`src/rtl/fifo_rd_stream_bridge_if.sv`:
```
// Read-side bundle for the stream bridge: the FIFO read port plus the
// valid/ready output stream. The bridge uses the master view and the
// environment (FIFO and sink) uses the slave view.
interface fifo_rd_stream_bridge_if #(
  parameter int DATA_WIDTH = 8
);
  logic                  rempty;
  logic [DATA_WIDTH-1:0] rdata;
  logic                  rinc;
  logic                  m_valid;
  logic [DATA_WIDTH-1:0] m_data;
  logic                  m_ready;

  modport master (
    input  rempty,
    input  rdata,
    output rinc,
    output m_valid,
    output m_data,
    input  m_ready
  );

  modport slave (
    output rempty,
    output rdata,
    input  rinc,
    input  m_valid,
    input  m_data,
    output m_ready
  );
endinterface

```
`src/rtl/fifo_rd_stream_bridge.sv`:
```
// Read-domain consumer of the async FIFO. Pops words and presents them on a
// valid/ready stream. A small credit-controlled buffer covers the FIFO's
// one-cycle read latency, so a read is only issued when its word is
// guaranteed a slot. This lets a continuously ready sink get one word per
// cycle, and back-pressure can never cause an over-read.
module fifo_rd_stream_bridge #(
  parameter int DATA_WIDTH = 8,
  parameter int BUF_DEPTH  = 2,
  parameter int CNT_WIDTH  = 16
) (
  input  logic                     rclk,
  input  logic                     rrst_n,
  input  logic                     enable,
  fifo_rd_stream_bridge_if.master  bus,
  output logic [CNT_WIDTH-1:0]     word_count,
  output logic                     busy
);

  localparam int PW = (BUF_DEPTH > 1) ? $clog2(BUF_DEPTH) : 1;
  // Two extra bits let occ + inflight - pop be formed without wrap.
  localparam int OW = $clog2(BUF_DEPTH) + 2;

  logic [OW-1:0]         occ_q, occ_d;
  logic                  inflight_q;
  logic [PW-1:0]         rd_ptr_q, rd_ptr_d;
  logic [PW-1:0]         wr_ptr_q, wr_ptr_d;
  logic [CNT_WIDTH-1:0]  cnt_q, cnt_d;
  logic [DATA_WIDTH-1:0] buf_q [BUF_DEPTH];

  logic          pop;
  logic          rinc;
  logic [OW-1:0] proj;

  // Pointer increment modulo BUF_DEPTH (depth need not be a power of two).
  function automatic logic [PW-1:0] ptr_inc(input logic [PW-1:0] p);
    if (p == PW'(BUF_DEPTH - 1)) begin
      return '0;
    end
    return p + 1'b1;
  endfunction

  // Credit check and next-state: a read is issued only if, after this
  // cycle's pop, there is room for the word that read will return.
  always_comb begin
    pop      = (occ_q != '0) && bus.m_ready;
    proj     = occ_q + OW'(inflight_q) - OW'(pop);
    rinc     = rrst_n && enable && !bus.rempty && (proj < OW'(BUF_DEPTH));
    occ_d    = proj;
    wr_ptr_d = wr_ptr_q;
    rd_ptr_d = rd_ptr_q;
    cnt_d    = cnt_q;
    if (inflight_q) begin
      wr_ptr_d = ptr_inc(wr_ptr_q);
    end
    if (pop) begin
      rd_ptr_d = ptr_inc(rd_ptr_q);
      cnt_d    = cnt_q + 1'b1;
    end
  end

  // Control state; reset discards any in-flight and buffered words.
  always_ff @(posedge rclk or negedge rrst_n) begin
    if (!rrst_n) begin
      occ_q      <= '0;
      inflight_q <= 1'b0;
      rd_ptr_q   <= '0;
      wr_ptr_q   <= '0;
      cnt_q      <= '0;
    end else begin
      occ_q      <= occ_d;
      inflight_q <= rinc;
      rd_ptr_q   <= rd_ptr_d;
      wr_ptr_q   <= wr_ptr_d;
      cnt_q      <= cnt_d;
    end
  end

  // Buffer storage captures the FIFO word the cycle after its read; contents
  // are only meaningful while counted in occ, so no reset is needed.
  always_ff @(posedge rclk) begin
    if (inflight_q) begin
      buf_q[wr_ptr_q] <= bus.rdata;
    end
  end

  assign bus.rinc    = rinc;
  assign bus.m_valid = (occ_q != '0);
  assign bus.m_data  = buf_q[rd_ptr_q];
  assign word_count  = cnt_q;
  assign busy        = (occ_q != '0) || inflight_q;

endmodule

```
`src/flat_wrapper.sv`:
```
// flat-port wrapper written by rule: the top's interface ports become plain ports
module fifo_rd_stream_bridge_flat 
#(
  parameter int DATA_WIDTH = 8,
  parameter int BUF_DEPTH  = 2,
  parameter int CNT_WIDTH  = 16
)
  (rclk, rrst_n, enable, word_count, busy, bus_rempty, bus_rdata, bus_rinc, bus_m_valid, bus_m_data, bus_m_ready);
  fifo_rd_stream_bridge_if #(.DATA_WIDTH(DATA_WIDTH)) bus_i ();
  input  logic rclk;
  input  logic rrst_n;
  input  logic enable;
  output logic [CNT_WIDTH-1:0] word_count;
  output logic busy;
  input wire logic [$bits(bus_i.rempty)-1:0] bus_rempty;
  input wire logic [$bits(bus_i.rdata)-1:0] bus_rdata;
  output wire logic [$bits(bus_i.rinc)-1:0] bus_rinc;
  output wire logic [$bits(bus_i.m_valid)-1:0] bus_m_valid;
  output wire logic [$bits(bus_i.m_data)-1:0] bus_m_data;
  input wire logic [$bits(bus_i.m_ready)-1:0] bus_m_ready;
  assign bus_i.rempty = bus_rempty;
  assign bus_i.rdata = bus_rdata;
  assign bus_rinc = bus_i.rinc;
  assign bus_m_valid = bus_i.m_valid;
  assign bus_m_data = bus_i.m_data;
  assign bus_i.m_ready = bus_m_ready;
  fifo_rd_stream_bridge #(.DATA_WIDTH(DATA_WIDTH), .BUF_DEPTH(BUF_DEPTH), .CNT_WIDTH(CNT_WIDTH)) u_core (.rclk(rclk), .rrst_n(rrst_n), .enable(enable), .bus(bus_i), .word_count(word_count), .busy(busy));
endmodule
```
`config.mk`:
```
export PLATFORM = sky130hd
export DESIGN_NAME = fifo_rd_stream_bridge_flat
export DESIGN_NICKNAME = d
export VERILOG_FILES = /design/src/rtl/fifo_rd_stream_bridge_if.sv /design/src/rtl/fifo_rd_stream_bridge.sv /design/src/flat_wrapper.sv
export SDC_FILE = /design/constraint.sdc
export NUM_CORES = 1
export LEC_CHECK = 0
export BUFFER_PORTS_ARGS = -buffer_cell sky130_fd_sc_hd__clkbuf_2
export CAP_MARGIN = 5
export CORE_UTILIZATION = 56
export DETAILED_ROUTE_END_ITERATION = 8
export PLACE_DENSITY = 0.83
export SYNTH_ARGS = -nofsm -noshare
export SYNTH_HDL_FRONTEND = slang
export SYNTH_SLANG_ARGS = --single-unit
```
`constraint.sdc`:
```
create_clock -name rclk -period 5.3 [get_ports rclk]
set_input_delay 1.325 -clock rclk [delete_from_list [all_inputs] [get_ports rclk]]
set_output_delay 1.325 -clock rclk [all_outputs]
set_load 0.005 [all_outputs]
```
# Word level (Yosys, flattened, before mapping)
# Memory sizes are Yosys's and may differ from the RTL's.
# Index checks and enable logic that the tools add are counted.
[word_totals]
romBits = 0
ramBits = 16
in_bits = 13
latch_bits = 0
regBits = 22
word_cells = 29
n_memories = 1
[op_classes]
shifts = 0
mul = 0
magnitude_cmp = 1
addsub = 5
n_bitwise = 0
reduce_logical = 7
n_eq_ne = 0
mux = 10
div = 0
[memory_table]
columns = ["name", "depth", "word_bits", "read_ports", "rd_clocked_by_memory_dff", "write_ports", "line_no", "source"]
rows = [
  ["u_core.buf_q", 2, 8, 1, 0, 1, "fifo_rd_stream_bridge.sv:28", "logic [DATA_WIDTH-1:0] buf_q [BUF_DEPTH];"],
]
[ops]
columns = ["cell", "count"]
rows = [
  ["adder 16 x 1 -> 16 bit (second input constant)", 1],
  ["2-to-1 mux 1 bit", 10],
  ["logical AND 1 bit", 4],
  ["adder 3 x 1 -> 3 bit", 1],
  ["less-than comparator 3 x 2 -> 1 bit (second input constant)", 1],
  ["nonzero test 3 bit", 1],
  ["subtractor 3 x 1 -> 3 bit", 1],
  ["adder 1 bit (second input constant)", 2],
  ["logical NOT 1 bit", 1],
  ["logical OR 1 bit", 1],
]

# Longest topological paths before layout
[depth]
ltp_word = 5
ltp_mapped = 9
ltp_nobuf = 9

# Worst setup path before layout
# Ideal clock, no wire load.
[synth_timing]
kind = "input-to-output"
from = "input bus_m_ready"
to = "output bus_rinc"
t_required_ns = 3.975
slack_ns = 1.056
arrival_time_ns = 2.919
stages = 9
path_cell_list = "o31ai_4 > inv_4 > ha_1 > inv_1 > ha_1 > fa_1 > xnor2_1 > xnor2_1 > nor4_1"
[synth_via]
elab_chain_cells = 4
[synth_lines]
columns = ["item", "line_no", "source"]
rows = [
  ["from (decl)", "flat_wrapper.sv:20", "input wire logic [$bits(bus_i.m_ready)-1:0] bus_m_ready;"],
  ["logical AND 1 bit", "fifo_rd_stream_bridge.sv:45", "pop = (occ_q != '0) && bus.m_ready;"],
  ["named net u_core.pop", "fifo_rd_stream_bridge.sv:30", "logic pop;"],
  ["subtractor 3 x 1 -> 3 bit", "fifo_rd_stream_bridge.sv:46", "proj = occ_q + OW'(inflight_q) - OW'(pop);"],
  ["named net u_core.occ_d[2]", "fifo_rd_stream_bridge.sv:23", "logic [OW-1:0] occ_q, occ_d;"],
  ["less-than comparator 3 x 2 -> 1 bit", "fifo_rd_stream_bridge.sv:47", "rinc = rrst_n && enable && !bus.rempty && (proj < OW'(BUF_DEPTH));"],
  ["logical AND 1 bit", "fifo_rd_stream_bridge.sv:47", ""],
  ["to (decl)", "flat_wrapper.sv:17", "output wire logic [$bits(bus_i.rinc)-1:0] bus_rinc;"],
]
# The timed path passes the listed nets, and every way through them passes these cells.

# Worst setup path in the final report
# Ends and elaborated chain as after synthesis.

==> summary.txt <==
Status
  – Outcome: complete, no violations

STA
  – Setup TNS: 0 ns
  – Final setup viols: 0
  – Slew Viols, Final: 0
  – Fin Hold WS: around 0.48 ns
  – Slew HR: 0.5322
  – Post-layout min period: between 4 and 5 ns
  – Fin. Hold Viols: 0
  – Final WS setup: ~0.67 ns
  – Final period util: 0.8734
  – RSZ-0062 raised after global routing: no
  – Fmax: 216.0 MHz
  – Worst slew pin tran: ~0.70 ns
  – Clock skew: between 0.015 and 0.02 ns

Die
  – Die area: between 3000 and 4000 um^2
  – Die H: around 56 um
  – I/O pin total: 40
  – Die width: 55.61 um
  – Site Rows: 19
  – Core area: 2734 um^2
  – Initial core utilization: 0.5886

Yosys
  – Area leader, netlist: dfrtp_1
  – Yosys top cell area share: 0.3421
  – Mapped Nets: between 100 and 150
  – Synthesized instance count: 110
  – Synth warn: 0
  – FF+latch count, synth: 38
  – Register area share after synthesis: 0.6407
  – Avg Cell Area, Syn: about 15 um^2
  – Yosys cell types: 26
  – Syn Std Cell Area: ~1600 um^2
  – Top cells by area, synth: dfrtp_1 34%, edfxtp_1 30%, xnor2_1 8.7%, mux2_2 5.6%, ha_1 2.3%

GRT
  – Initial antenna violation count: 0
  – Global Route Usage Sum: 0.2016
  – Vias in the first global route: 1,074
  – First-pass GRT wire length: approximately 4.5 mm
  – GR Overflow Total: 0
  – Largest net degree at the start of global routing: 24

Route
  – DR vias/cell: approximately 5.2
  – Antenna viol nets, final: 0
  – DR pass1 iterations: 4
  – Drt first-iter violations: 37
  – WL final: ~2.6 mm
  – Vias: 971
  – Avg WL per Cell: 13.91 um
  – DRC: 0

Cells and area
  – FF+latch area: ~1000 um^2
  – Net count, final: 171
  – Number of inserted diodes: 0
  – Finished Core Util: 0.6874
  – Area added between synthesis and finish: 16.80%
  – Layout cells sized above 1: 0.4258
  – Area of the multi-input gates: 538.0 um^2
  – # fillers: approximately 200

Setup path
  – CP Class: in2out
  – Startpoint Class: primary input
  – Worst-path fanout max: 6
  – Crit path arrival time: 3.30 ns
  – WP data required: 3.97 ns
  – Critical path endpoint category: output port

Power
  – Static leakage: between 0.8 and 0.9 nW
  – Power per cell area: around 420 nW/um^2
  – VDD IR max: approximately 0.00033 V

Clock tree
  – Worst skew pair latency: about 0.34 ns
  – Post-CTS setup buffer count: 0
  – Bufs on Longest Clock Path: 2
  – # hold bufs at CTS: 0
  – CTS tree: built
  – H-tree depth: 2
  – Root Driver: clkbuf_4
  – Post-cts resize count: 0
  – CTS sink cnt: 38
  – Clk pin slew, worst setup/hold paths: 0.09 ns
  – Total CTS buffers: 5

Min path
  – Min-delay worst type: reg2reg

Placement
  – Post-DP HPWL: a little under 2 mm
  – Setup slack at placement: roughly 0.66 ns
  – GPL Wtd Cong: approximately 0.73
  – I/O Buffers: 39

Flow run
  – Number of max-cap violations: 0
[layout by cell type (no fill, tap or decap)]
cell type,instances
clkbuf_2,39
dfrtp_1,22
xnor2_1,16
edfxtp_1,16
nand2_1,9
mux2_2,8
inv_1,5
clkbuf_4,5
nand4_1,4
nor2_1,3
xor2_1,3
nand3_2,3
ha_1,3
or2_2,2
and2_1,2
nand4_2,2
clkinv_2,2
o31ai_4,1
inv_4,1
nor2b_1,1
or3_2,1
nor4_1,1
nand3_1,1
and3_4,1
and3_1,1
nor3_2,1
fa_1,1
clkbuf_1,1
[worst max-delay path, stage by stage]
cell      delay (ns)
clkbuf_2        0.11
o31ai_4         0.11
inv_4           0.07
ha_1            0.30
inv_1           0.05
ha_1            0.18
fa_1            0.39
xnor2_1         0.15
xnor2_1         0.14
nor4_1          0.31
clkbuf_2        0.18
[cells by family after synthesis]
family / after synthesis / synth area share
AND/OR/NAND/NOR: 32 / 0.1260
multiplexers: 8 / 0.05599
XOR/XNOR: 19 / 0.1034
buffers and inverters: 8 / 0.02488
flip-flops: 38 / 0.6407
AO/OA/AOI/OAI: 1 / 0.01322
adder cells (fa/ha/maj): 4 / 0.03577
[final timing paths]
path                                        from               endpoint  slack, ns  cells past startpoint
max in group asynchronous                 rrst_n  u_core.word_count[13]       3.97                      1
max reg2reg                      u_core.occ_q[1]      u_core.inflight_q       2.73                      9
max                                  bus_m_ready               bus_rinc       0.67                     11
min                        u_core.word_count[15]  u_core.word_count[15]       0.48                      1
min in group asynchronous                 rrst_n        u_core.occ_q[2]       0.95                      1
min reg2reg                u_core.word_count[15]  u_core.word_count[15]       0.48                      1
[report_power, final]
| part | leakage [nW] | internal (mW) | switching, mW |
|---|---|---|---|
| combinational | 0.391 | 0.120 | 0.0980 |
| sequential | 0.430 | 0.362 | 0.0682 |
| clock | 0.0320 | 0.0505 | 0.0866 |
[metrics by stage]
stage	total power, mW	cells	instance area, um^2
after detailed placement	0.6591	178	1828
after global routing	0.8409	186	1879
after floorplan	0.5703	110	1609
final	0.7858	186	1879
after global placement	0.6452	178	1828
after CTS	0.7964	186	1879
[area by class of cell]
type | count | area share
inverters | 6 | 0.01332
flip-flops and latches | 38 | 0.5486
multi-input cells | 64 | 0.2863
well taps | 31 | 0.02064
clock inverters | 2 | 0.005326
repair buffers | 39 | 0.1039
clock buffers | 6 | 0.02197
[flip-flops by register name (all words and copies together), names as in the netlist]
register and count:
u_core.occ_q 3, u_core.buf_q 16, u_core.rd_ptr_q 1, u_core.word_count 16
u_core.wr_ptr_q 1, u_core.inflight_q 1
[synth_stat cells]
master	n
or3_2	1
nor2_1	3
buf_6	1
and3_4	1
dfrtp_1	22
xnor2_1	16
nor3_2	1
nor2b_1	1
clkbuf_1	1
and2_1	2
ha_1	3
mux2_2	8
xor2_1	3
or2_2	2
and3_1	1
nand4_2	2
fa_1	1
nand3_2	3
nand2_1	9
nor4_1	1
edfxtp_1	16
inv_4	1
o31ai_4	1
nand3_1	1
nand4_1	4
inv_1	5
[layer usage]
layer / up-vias / share of wire / GRT usage
met3: 6 / 0.055 / 0.06512
met1: 464 / 0.40 / 0.2188
met5: - / 0 / 0
li1: 465 / - / -
met2: 36 / 0.52 / 0.3356
met4: 0 / 0.026 / 0.1357
(Power assumes the default switching activity.)
